`src/rtl/sha256_core_sched.sv`:
```
// sha256_core_sched: hands engine threads and free sha256 cores out in
// round-robin pairs. One block load is in flight at a time. The core's start
// is pulsed once the load completes, and the owning thread is recorded per
// core so that core outputs can be tagged with their thread.
module sha256_core_sched #(
    parameter int N_CORES       = 3,
    parameter int CORE_MSB      = 1,
    parameter int N_THREADS_MSB = 2,
    parameter int LOAD_TIMEOUT  = 63
) (
    input  logic                              CLK,
    input  logic                              RST_N,
    input  logic [(1<<(N_THREADS_MSB+1))-1:0] thread_req,
    output logic                              thread_ack,
    output logic                              grant_valid,
    output logic [N_THREADS_MSB:0]            grant_thread,
    output logic [CORE_MSB:0]                 grant_core,
    input  logic                              load_done,
    input  logic [N_CORES-1:0]                core_ready,
    output logic [N_CORES-1:0]                core_start,
    input  logic [N_CORES-1:0]                core_dout_en,
    output logic [N_THREADS_MSB:0]            dout_thread,
    output logic                              load_err
);
    localparam int N_THREADS = 1 << (N_THREADS_MSB + 1);
    localparam int CNT_W     = $clog2(LOAD_TIMEOUT + 1);

    typedef enum logic {IDLE, GRANT} state_e;

    state_e                             state_q;
    logic                               ack_q, gvld_q, err_q;
    logic [N_THREADS_MSB:0]             gthr_q;
    logic [CORE_MSB:0]                  gcore_q;
    logic [N_CORES-1:0]                 start_q, reserved_q, started_q;
    logic [N_CORES-1:0][N_THREADS_MSB:0] owner_q;
    logic [N_THREADS_MSB:0]             tptr_q, tptr_d;
    logic [CORE_MSB:0]                  cptr_q, cptr_d;
    logic [CNT_W-1:0]                   cnt_q;

    logic [N_CORES-1:0]                 free;
    logic                               thr_vld, core_vld;
    logic [N_THREADS_MSB:0]             pick_thr, t_idx;
    logic [CORE_MSB:0]                  pick_core;
    logic [CORE_MSB+1:0]                c_sum;

    assign thread_ack   = ack_q;
    assign grant_valid  = gvld_q;
    assign grant_thread = gthr_q;
    assign grant_core   = gcore_q;
    assign core_start   = start_q;
    assign load_err     = err_q;

    // Round-robin pick: lowest offset from each pointer wins, so scan downwards
    always_comb begin
        free      = core_ready & ~reserved_q;
        thr_vld   = 1'b0;
        pick_thr  = tptr_q;
        t_idx     = tptr_q;
        core_vld  = 1'b0;
        pick_core = cptr_q;
        c_sum     = '0;
        for (int k = N_THREADS - 1; k >= 0; k--) begin
            t_idx = tptr_q + (N_THREADS_MSB+1)'(k);
            if (thread_req[t_idx]) begin
                thr_vld  = 1'b1;
                pick_thr = t_idx;
            end
        end
        for (int k = N_CORES - 1; k >= 0; k--) begin
            c_sum = {1'b0, cptr_q} + (CORE_MSB+2)'(k);
            if (c_sum >= (CORE_MSB+2)'(N_CORES))
                c_sum = c_sum - (CORE_MSB+2)'(N_CORES);
            if (free[c_sum[CORE_MSB:0]]) begin
                core_vld  = 1'b1;
                pick_core = c_sum[CORE_MSB:0];
            end
        end
        tptr_d = pick_thr + 1'b1;
        cptr_d = (pick_core == (CORE_MSB+1)'(N_CORES - 1)) ? '0 : pick_core + 1'b1;
    end

    // Scheduler FSM: arbitration, grant hold, load timeout, reservation tracking
    always_ff @(posedge CLK or negedge RST_N) begin
        if (!RST_N) begin
            state_q    <= IDLE;
            ack_q      <= 1'b0;
            gvld_q     <= 1'b0;
            err_q      <= 1'b0;
            gthr_q     <= '0;
            gcore_q    <= '0;
            start_q    <= '0;
            reserved_q <= '0;
            started_q  <= '0;
            owner_q    <= '0;
            tptr_q     <= '0;
            cptr_q     <= '0;
            cnt_q      <= '0;
        end else begin
            ack_q   <= 1'b0;
            start_q <= '0;
            // A started core drops ready once it has latched the block; it is then its own
            for (int i = 0; i < N_CORES; i++) begin
                if (started_q[i] && !start_q[i] && !core_ready[i]) begin
                    reserved_q[i] <= 1'b0;
                    started_q[i]  <= 1'b0;
                end
            end
            case (state_q)
                IDLE: begin
                    if (thr_vld && core_vld) begin
                        gthr_q                <= pick_thr;
                        gcore_q               <= pick_core;
                        reserved_q[pick_core] <= 1'b1;
                        owner_q[pick_core]    <= pick_thr;
                        ack_q                 <= 1'b1;
                        gvld_q                <= 1'b1;
                        cnt_q                 <= '0;
                        tptr_q                <= tptr_d;
                        cptr_q                <= cptr_d;
                        state_q               <= GRANT;
                    end
                end
                GRANT: begin
                    if (load_done) begin
                        gvld_q             <= 1'b0;
                        start_q[gcore_q]   <= 1'b1;
                        started_q[gcore_q] <= 1'b1;
                        state_q            <= IDLE;
                    end else if (cnt_q == CNT_W'(LOAD_TIMEOUT - 1)) begin
                        // Engine never finished: abandon the core without starting it
                        gvld_q              <= 1'b0;
                        err_q               <= 1'b1;
                        reserved_q[gcore_q] <= 1'b0;
                        state_q             <= IDLE;
                    end else begin
                        cnt_q <= cnt_q + 1'b1;
                    end
                end
                default: state_q <= IDLE;
            endcase
        end
    end

    // Output tag: owner of the lowest-index core presenting a digest
    always_comb begin
        dout_thread = '0;
        for (int i = N_CORES - 1; i >= 0; i--)
            if (core_dout_en[i]) dout_thread = owner_q[i];
    end

endmodule

```
`config.mk`:
```
export PLATFORM = sky130hd
export DESIGN_NAME = sha256_core_sched
export DESIGN_NICKNAME = d
export VERILOG_FILES = /design/src/rtl/sha256_core_sched.sv
export SDC_FILE = /design/constraint.sdc
export NUM_CORES = 1
export LEC_CHECK = 0
export ABC_AREA = 1
export BUFFER_PORTS_ARGS = -buffer_cell sky130_fd_sc_hd__buf_4
export CORE_ASPECT_RATIO = 0.6
export CORE_MARGIN = 2
export CORE_UTILIZATION = 35
export DETAILED_ROUTE_END_ITERATION = 16
export PLACE_DENSITY = 0.62
export SYNTH_ARGS = -nofsm -noshare
export SYNTH_HDL_FRONTEND = slang
export SYNTH_SLANG_ARGS = --single-unit
export TNS_END_PERCENT = 30
```
`constraint.sdc`:
```
create_clock -name CLK -period 2.65 [get_ports CLK]
set_input_delay 0.53 -clock CLK [delete_from_list [all_inputs] [get_ports CLK]]
set_output_delay 0.53 -clock CLK [all_outputs]
set_load 0.01 [all_outputs]
```
==> reports/metrics.cfg <==
[run_status]
outcome=completed

[clocking]
cts_made_buffers=5
cts_max_path_buffers=2
cts.sinks=38
h-tree-depth=2
clk_pin_slew_ns=0.06
worstSkewPairLatency_ns=0.28
cts_root_buf=clkbuf_16
cts_tree=built

[yosys]
synth.cell_area_um2=2560
muxShareOfSynthArea=0
yosys_warnings=0
synth_compound_area_frac=0.0938
synth_seq_cells=38
synth-simple-area-share=0.371
synth_top_family_by_area=simple AND/OR/NAND/NOR gates
ys_seq_area_frac=0.371
synthXorXnorAreaFrac=0.0342
syn_inst=361
avgSynthCellArea_um2=7.10
yosysTopAreaCell=dfrtp_1
synth_nets=386
yosysTopAreaCellShare=0.371
synthAdderAreaFrac=0.0391
ys_top_cells_by_area=dfrtp_1 (37%), nand2_1 (20%), nand3_1 (8.0%)
ys_types=39

[placement]
postPlaceCellArea_um2=2880
dp_hpwl_um=4780
gp_congestion=1.01
port_buffers=30

[drt]
detail_route.iter0.violations=178
drt_wl_total_um=6130
vias_per_cell=4.77
routed-via-count=2331
wl_per_cell_um=12.5
dr.pass1.iters=4
drcViolationCount=0
ant_nets=0

[worst_setup_path]
cp-start-kind=register
cp_max_fo=14
cp-end-kind=register
path_cells=inv_1 -> ha_1 -> inv_1 -> nor3_1 -> inv_1 -> nand2_1 -> inv_1 -> a31oi_2 -> nand2_4 -> inv_2 -> nand2_1 -> nand2_1 -> nand2_1
worstRegToRegCells=13
critical_path_class=reg2reg
worst-endpoint-arrival_ns=2.59
reg2reg_to=tptr_q[2]$_DFFE_PN0P_
slowest_stage=dfrtp_1
cp_data_required_time_ns=2.82
r2r_slack_ns=0.23
r2r_start=cptr_q[0]$_DFFE_PN0P_
cpPeakStageDelay_ns=0.39

[timing]
period_needed_ns=2.42
finalCritPeriodShare=0.913
timing.hold.ws_ns=0.213
tightest_slew_ns=0.519
final-setup-viol-count=0
skew_ns=0.00509
max_freq_ghz=0.413
drv_slew=0
tns_ns=0
slew_headroom=0.654
rsz0062_at_grt=no
hold_violations=0

[floorplan]
num_rows=24
fp.dieW_um=114
coreArea_um2=7180
ios=31
dieArea_um2=8040
start_util=0.357
die_h_um=70.3

[global_routing]
overflow=0
grt_pass1_wl_um=10000
grt_pass1_vias=2049
gr-usage-all-layers=0.157
grt_max_degree=39
antenna_found_initial=0

[final_layout]
design_area_um2=3040
finish.utilization=0.423
layout.nets=422
final_cell_mix=nand2_1 (137), nand3_1 (41), inv_1 (39)
diodes=0
area_growth_pct=18.6
drive_gt1_frac=0.181
final_common_cell=nand2_1

[min_path]
hp-class=in2async

[flow_run]
drv_cap=0

final cells by class:
type,instances,area [um^2]
multi-input cells,271,1390
repair buffers,35,263
well taps,91,114
fillers,737,4140
clock inverters,2,13.8
inverters,46,175
clock buffers,6,129
flip-flops and latches,38,951
cells in the mapped netlist (all sizes together):
cell type	instances
a221oi	1
o221ai	1
and2	1
nand3	45
a31oi	3
buf	6
o21bai	1
xnor2	3
nor3	6
ha	8
a21boi	1
a22oi	2
xor2	4
or2	1
dfrtp	38
nand2	141
o211ai	3
nand3b	1
o21ai	16
nand4	1
a21oi	12
nor2	18
inv	46
or3b	2
timing repair:
action | 4_1_cts | 5_1_grt
setup endpoints to repair | 0 | 11
hold buffers | 0 | 0
gates resized for setup | 0 | 4
buffers inserted | 0 | 0
critical path, delay by kind of cell (launching register included):
family | cells | cell delay, ns
DFF | 1 | 0.39
adders and majority gates | 1 | 0.34
AOI/OAI and AO/OA | 1 | 0.27
buffers and inverters | 5 | 0.55
and+or+nand+nor | 6 | 0.76
per-stage QoR:
stage | cells | setup slack, ns
after detailed placement | 481 | 0.170
after global routing | 489 | 0.0250
after CTS | 489 | 0.152
final | 489 | 0.229
after global placement | 481 | 0.135
after floorplan | 361 | 0.327
logic make-up after synthesis:
logic type | Yosys count
and+or+nand+nor | 216
buffers and inverters | 52
AOI/OAI and AO/OA | 40
DFF | 38
adders and majority gates | 8
xor gates and xnor gates | 7
registers in the layout, summed over array words and instances, names as in the netlist, 3 cells and up:
| name | count |
|---|---|
| grant_thread | 3 |
| core_start | 3 |
| reserved_q | 3 |
| cnt_q | 6 |
| started_q | 3 |
| owner_q | 9 |
| tptr_q | 3 |
how the worst max path moves through the flow:
stage                                     start                endpoint  slack, ns  depth (start not counted)
after floorplan           tptr_q[1]$_DFFE_PN0P_   tptr_q[2]$_DFFE_PN0P_       0.33                         21
after global placement    cptr_q[0]$_DFFE_PN0P_  owner_q[7]$_DFFE_PN0P_       0.13                         13
after detailed placement  cptr_q[0]$_DFFE_PN0P_   tptr_q[2]$_DFFE_PN0P_       0.17                         13
after CTS                 cptr_q[0]$_DFFE_PN0P_   tptr_q[2]$_DFFE_PN0P_       0.15                         13
after global routing      cptr_q[0]$_DFFE_PN0P_  owner_q[1]$_DFFE_PN0P_       0.02                         13
final                     cptr_q[0]$_DFFE_PN0P_   tptr_q[2]$_DFFE_PN0P_       0.23                         13
metal layers:
layer  up-vias  global-route usage  wire length [um]  share of wire
li1       1227                   -                 -              -
met2        66               0.191              2160           0.35
met5         -                   0                 0              0
met4         0              0.0285                16         0.0026
met3         2              0.0347               434          0.071
met1      1036               0.269              3520           0.57
Power is left out: the tool's default activity adds up to more than one toggle a clock period on the data nets, which glitch-free logic cannot reach.
